==> src/rtl/mux_pkg.sv <==
// mux_pkg: shared defaults and helpers for the N-way registered selector.
// Optional MUX_N_PIPE_SKID_EN selects a 2-entry skid output stage.
package mux_pkg;

  localparam int WIDTH_DEF = 5;
  localparam int N_DEF     = 2;
  localparam int RST_DATA  = 0;
  localparam int RST_SRC   = 0;

  function automatic int sel_width(input int n);
    return (n <= 2) ? 1 : $clog2(n);
  endfunction

endpackage

==> src/rtl/mux_n_skid.sv <==
// mux_n_skid: output stage, one register or main+skid pair.
// MUX_N_PIPE_SKID_EN defined: skid pair with registered ready.
module mux_n_skid
  import mux_pkg::*;
#(
  parameter int             PW      = 6,
  parameter logic [PW-1:0]  RST_VAL = '0
) (
  input  logic          clk,
  input  logic          rst_n,
  input  logic          in_valid,
  input  logic [PW-1:0] in_data,
  output logic          in_ready,
  output logic          out_valid,
  output logic [PW-1:0] out_data,
  input  logic          out_ready
);

  logic          mvalid;
  logic [PW-1:0] mdata;

  assign out_valid = mvalid;
  assign out_data  = mdata;

`ifdef MUX_N_PIPE_SKID_EN
  logic          svalid;
  logic [PW-1:0] sdata;
  logic          acc;
  logic          xfer;

  assign in_ready = !svalid;
  assign acc      = in_valid && in_ready;
  assign xfer     = mvalid && out_ready;

  // main refills from skid first; skid only catches words while main stalls
  always_ff @(posedge clk or negedge rst_n) begin
    if (!rst_n) begin
      mvalid <= 1'b0;
      mdata  <= RST_VAL;
      svalid <= 1'b0;
      sdata  <= RST_VAL;
    end else if (!mvalid || xfer) begin
      if (svalid) begin
        mdata  <= sdata;
        mvalid <= 1'b1;
        svalid <= 1'b0;
      end else if (acc) begin
        mdata  <= in_data;
        mvalid <= 1'b1;
      end else begin
        mvalid <= 1'b0;
      end
    end else if (acc) begin
      sdata  <= in_data;
      svalid <= 1'b1;
    end
  end
`else
  assign in_ready = !mvalid || out_ready;

  // single register: accept replaces, otherwise drain on transfer
  always_ff @(posedge clk or negedge rst_n) begin
    if (!rst_n) begin
      mvalid <= 1'b0;
      mdata  <= RST_VAL;
    end else if (in_valid && in_ready) begin
      mvalid <= 1'b1;
      mdata  <= in_data;
    end else if (out_ready) begin
      mvalid <= 1'b0;
    end
  end
`endif

endmodule

==> src/rtl/mux_n_pipe.sv <==
// mux_n_pipe: N-way WIDTH-bit selector with handshaked registered output.
// MUX_N_PIPE_SKID_EN defined: output stage becomes a 2-entry skid buffer.
module mux_n_pipe
  import mux_pkg::*;
#(
  parameter int WIDTH = WIDTH_DEF,
  parameter int N     = N_DEF,
  parameter int SEL_W = sel_width(N)
) (
  input  logic               clk,
  input  logic               rst_n,
  input  logic [N*WIDTH-1:0] in_data,
  input  logic [N-1:0]       in_valid,
  output logic [N-1:0]       in_ready,
  input  logic [SEL_W-1:0]   sel,
  output logic [WIDTH-1:0]   out_data,
  output logic [SEL_W-1:0]   out_src,
  output logic               out_valid,
  input  logic               out_ready
);

  localparam int PW = WIDTH + SEL_W;
  localparam logic [PW-1:0] RST_VAL =
    {WIDTH'(RST_DATA), SEL_W'(RST_SRC)};

  logic [WIDTH-1:0] sel_data;
  logic             sel_vld;
  logic             can_acc;
  logic [PW-1:0]    opay;

  // extract the selected channel; out-of-range sel matches nothing
  always_comb begin
    sel_data = '0;
    sel_vld  = 1'b0;
    for (int i = 0; i < N; i++) begin
      if (sel == SEL_W'(i)) begin
        sel_data = in_data[i*WIDTH +: WIDTH];
        sel_vld  = in_valid[i];
      end
    end
  end

  // ready goes only to the selected channel, never during reset
  always_comb begin
    in_ready = '0;
    for (int i = 0; i < N; i++) begin
      in_ready[i] = rst_n && can_acc && (sel == SEL_W'(i));
    end
  end

  mux_n_skid #(
    .PW      (PW),
    .RST_VAL (RST_VAL)
  ) u_stage (
    .clk       (clk),
    .rst_n     (rst_n),
    .in_valid  (sel_vld && rst_n),
    .in_data   ({sel_data, sel}),
    .in_ready  (can_acc),
    .out_valid (out_valid),
    .out_data  (opay),
    .out_ready (out_ready)
  );

  assign out_data = opay[PW-1:SEL_W];
  assign out_src  = opay[SEL_W-1:0];

endmodule

==> config.mk <==
export PLATFORM = sky130hd
export DESIGN_NAME = mux_n_pipe
export DESIGN_NICKNAME = d
export VERILOG_FILES = /design/src/rtl/mux_pkg.sv /design/src/rtl/mux_n_skid.sv /design/src/rtl/mux_n_pipe.sv
export SDC_FILE = /design/constraint.sdc
export NUM_CORES = 1
export LEC_CHECK = 0
export ABC_CLOCK_PERIOD_IN_PS = 1500
export BUFFER_PORTS_ARGS = -buffer_cell sky130_fd_sc_hd__buf_2
export CAP_MARGIN = 40
export CORE_AREA = 8 8 45 47
export CTS_CLUSTER_DIAMETER = 200
export CTS_CLUSTER_SIZE = 8
export DETAILED_ROUTE_END_ITERATION = 16
export DIE_AREA = 0 0 53 55
export GPL_TIMING_DRIVEN = 1
export HOLD_SLACK_MARGIN = 0.02
export PLACE_DENSITY = 0.68
export RECOVER_POWER = 100
export SLEW_MARGIN = 5
export SYNTH_ARGS = -nofsm -noshare
export SYNTH_HDL_FRONTEND = slang
export SYNTH_SLANG_ARGS = --single-unit
==> constraint.sdc <==
create_clock -name clk -period 1.5 [get_ports clk]
set_input_delay 0.075 -clock clk [delete_from_list [all_inputs] [get_ports clk]]
set_output_delay 0.075 -clock clk [all_outputs]
set_load 0.05 [all_outputs]
== Yosys cells after proc, flatten, opt, wreduce, memory -nomap -nowiden ==
Cells that the tools add are included.

* Flip-flop bits (word level): 7
* Bits of input ports: 16
* Output and inout port bits: 9

* Mux-type cells: 4
* Bitwise operators: 1
* Reductions and logical operators: 8

{| class="wikitable"
|+ Operators by type and width
! cell !! number
|-
| $logic_and A1 B1 Y1 || 5
|-
| $mux W5 || 1
|-
| $mux W1 || 3
|-
| $reduce_bool A2 Y1 || 1
|-
| $logic_not A1 Y1 || 1
|-
| $logic_or A1 B1 Y1 || 1
|-
| $not A1 Y1 || 1
|}

== Depth between registers and ports, before layout ==
* Depth after elaboration: 4
* Gate-level depth with buffers: 4

== Modules after synthesis ==
From an unflattened synthesis, not the netlist that was laid out.

* Cell total of the unflattened synthesis: 27
* Area total of the unflattened synthesis: 415.4 µm²

{| class="wikitable"
|+ By module, submodules not included
! module !! times used !! cells each !! area each (µm²) !! seq. area each (µm²)
|-
| mux_n_skid || 1 || 16 || 297.8 || 175.2
|-
| mux_n_pipe || 1 || 11 || 117.6 || 0.0
|}

== Least setup slack after synthesis ==
No wires, ideal clock.

* Kind: register -> output
* Start point: register u_stage.mvalid (netlist: u_stage.out_valid)
* End point: output port in_ready[0]
* Arrival time: 1.540 ns
* Required time: 1.425 ns
* Setup slack: -0.115 ns
* Stages on the path, launching flop included: 4
* Path buffers: 0
* Cells stage by stage: dfrtp_1 > nand2b_1 > nand2_1 > nor2_1

* Longest elaborated chain between the ends: 4

{| class="wikitable"
|+ RTL lines
! element !! RTL line !! source
|-
| start, declared || mux_n_skid.sv:19 || <nowiki>logic mvalid;</nowiki>
|-
| start signal, assigned || mux_n_skid.sv:64 || <nowiki>mvalid <= 1'b0;</nowiki>
|-
| start signal, assigned || mux_n_skid.sv:67 || <nowiki>mvalid <= 1'b1;</nowiki>
|-
| start signal, assigned || mux_n_skid.sv:70 || <nowiki>mvalid <= 1'b0;</nowiki>
|-
| $logic_not A1 Y1 || mux_n_skid.sv:59 || <nowiki>assign in_ready = !mvalid || out_ready;</nowiki>
|-
| $logic_or A1 B1 Y1 || mux_n_skid.sv:59 ||
|-
| $logic_and A1 B1 Y1 (2 in series) || mux_n_pipe.sv:47 || <nowiki>in_ready[i] = rst_n && can_acc && (sel == SEL_W'(i));</nowiki>
|-
| end, declared || mux_n_pipe.sv:14 || <nowiki>output logic [N-1:0] in_ready,</nowiki>
|}

Every way passes these cells.

== Worst setup path after layout ==
* Start point: input port rst_n
* End point: output port in_ready[1]

* Longest elaborated chain between the ends: 2

{| class="wikitable"
|+ RTL lines
! element !! RTL line !! source
|-
| start, declared || mux_n_pipe.sv:11 || <nowiki>input logic rst_n,</nowiki>
|-
| $logic_and A1 B1 Y1 (2 in series) || mux_n_pipe.sv:47 ||
|}

Every way passes these cells.

==> reports/metrics.yaml <==
endpoint: "in_ready[1]"
drive_gt1_share_pct: 61.40
num_io_pins: 25
synth_compound_area_share_pct: 9.385
fill_cells: 142
required_ns: 1.42
synth.area.top_cells: "dfrtp_1 (45%), mux2_2 (29%), o211ai_4 (5.5%), nor2b_4 (3.6%), buf_6 (2.9%)"
reg2reg_depth: 3
crit_start: "rst_n"
synth.avg_cell_area_um2: 13.33
cts.sinks: 7
max_slew_margin_pct: 58.79
dieArea_um2: 2915
hold_violations: 0
final_core_util_pct: 38.52
hold_slack_ns: 0.1679
critPathMaxFanout: 12
synth_top_area_share_pct: 45.31
syn_nets: 45
die_h_um: 55
place_area_um2: 518.0
worst_setup_path_start_kind: "primary input"
tightest_slew_ns: 0.6209
period_needed_ns: 1.383
synth_xor_xnor_area_share_pct: 0
placementRows: 14
grt_pass1_wl_um: 1490
path_depth: 4
num_vias: 331
root_buffer: "clkbuf_4"
clock.fmax_mhz: 723.0
yosysWarnings: 0
cts_buffers: 3
drc: 0
setup_viol: 0
dr.pass1.iters: 3
r2r_end: "u_stage.out_data[2]$_DFFE_PN0P_"
status: "completed"
antenna_left: 0
fp.dieW_um: 53
postSynthCellCount: 29
cap_violations: 0
grtUsageTotal_pct: 7.045
synthToLayoutAreaGrowth_pct: 37.86
gp_congestion: 0.6450
grt_pass1_vias: 354
slew_violations: 0
synth-seq-cells: 7
routed_wl_um: 892
antenna_found_initial: 0
finClkSkew_ns: 0.005093
final.setup.worst_slack_ns: 0.1168
hold_buffers: 1
final_cells: 73
avgRoutedWirePerCell_um: 12.22
num-nets-final: 74
slowest_delay_ns: 0.52
peakVddDrop_mv: 0.4923
powerDensity_nw_per_um2: 1325
critical-path-top-delay-family: "buffers and inverters"
cts_setup_buffers: 0
synth_top_family_by_area: "multiplexers"
path_clk_slew_ns: 0.05
fp.coreArea_um2: 1384
crit_buf_inv: 3
ff2ff_setup_slack_ns: 0.22
cts_tree: "yes"
cts_max_path_buffers: 2
period_share_pct: 92.21
cpMaxStageDelayCell: "dlygate4sd3_1"
htreeDepth: 1
power_leakage_nw: 0.2577
path_cells: "dlygate4sd3_1 > buf_2 > and3_2 > clkbuf_2"
crit_type: "primary input to primary output"
cp_data_arrival_time_ns: 1.31
synth-simple-area-share_pct: 13.27
fin_area_um2: 533.0
r2r-start: "u_stage.out_valid$_DFFE_PN0P_"
synth_area_um2: 386.6
dpl.cell_count: 68
crit_path_end_kind: "primary output"
rsz0062_at_grt: "no"
grt_max_degree: 13
total_power_uw: 706.0
ys_types: 12
start_util_pct: 27.94
drt_iter0_drc: 7
antenna_cells: 0
muxShareOfSynthArea_pct: 29.13
hp-class: "primary input to flop"
synth_top_area_cell: "dfrtp_1"
io_buffer_count: 24
worstSkewPairLatency_ns: 0.25
viasPerCell: 4.534
synth_seq_area_share_pct: 45.31
preCtsSetupSlack_ns: 0.3317
finalSetupTns_ns: 0
grt.overflow.total: 0
yosys.area_share.adder_pct: 0
cts_resized: 0
[cell families after synthesis]
kind of cell,count (synthesis)
simple gates,8
mux,10
flops,7
buf+inv,1
compound gates,3
[per-layer routing]
metal	vias to the layer above	part of all wire [%]	global-route usage, %
met5	-	0	0
met2	11	55	12.30
met1	158	36	6.512
met4	0	0	3.879
met3	0	9.2	3.743
li1	162	-	-
[report_power, final]
part / switching, mW / leakage, nW / internal (mW)
combinational: 0.209 / 0.155 / 0.0793
sequential: 0.0189 / 0.0846 / 0.228
clock: 0.0729 / 0.0177 / 0.0975
[tightest hold or removal path: stages]
cell and delay (ns):
buf_2 0.07, nor2b_4 0.13, a311oi_1 0.10
[state kept, by name, summed over array words and instances, names as in the netlist]
signal,flops
u_stage.out_data,6
u_stage.out_valid,1
[placed cells by master, fill, tap and decap left out]
cell            n
a311oi_1        1
a31oi_1         1
and2_4          1
and3_2          1
buf_2          15
clkbuf_1        7
clkbuf_2        2
clkbuf_4        3
clkinv_2        1
dfrtp_1         7
dlygate4sd3_1   1
mux2_2         10
nand2_1         2
nand2b_1        1
nor2_1          1
nor2_2          1
nor2b_4         1
o211ai_1        1
[area by class of cell]
type / count / area, um^2 / share of cell area, %
Clock inverter: 1 / 5.005 / 0.9390
Timing Repair Buffer: 25 / 121.4 / 22.77
Clock buffer: 3 / 22.52 / 4.225
Multi-Input combinational cell: 21 / 188.9 / 35.45
Tap cell: 16 / 20.02 / 3.756
Sequential cell: 7 / 175.2 / 32.86
[worst min path at each step]
stage                startpoint                               to  slack [ns]  depth (start not counted)
floorplan                 rst_n  u_stage.out_data[0]$_DFFE_PN0P_       -0.22                          0
global placement          rst_n  u_stage.out_data[4]$_DFFE_PN0P_       -0.05                          1
detailed placement        rst_n  u_stage.out_data[4]$_DFFE_PN0P_       -0.04                          1
CTS                  in_data[5]  u_stage.out_data[1]$_DFFE_PN0P_        0.18                          3
global route        in_valid[0]  u_stage.out_data[0]$_DFFE_PN0P_        0.16                          3
finish              in_valid[0]  u_stage.out_data[0]$_DFFE_PN0P_        0.17                          3
[synth_stat cells (all sizes together)]
library cell	instances
nor2	2
nor2b	1
and2	1
nand2b	1
nand2	2
o211ai	1
dfrtp	7
and3	1
a31oi	1
buf	1
a311oi	1
mux2	10
(Power assumes the default switching activity.)
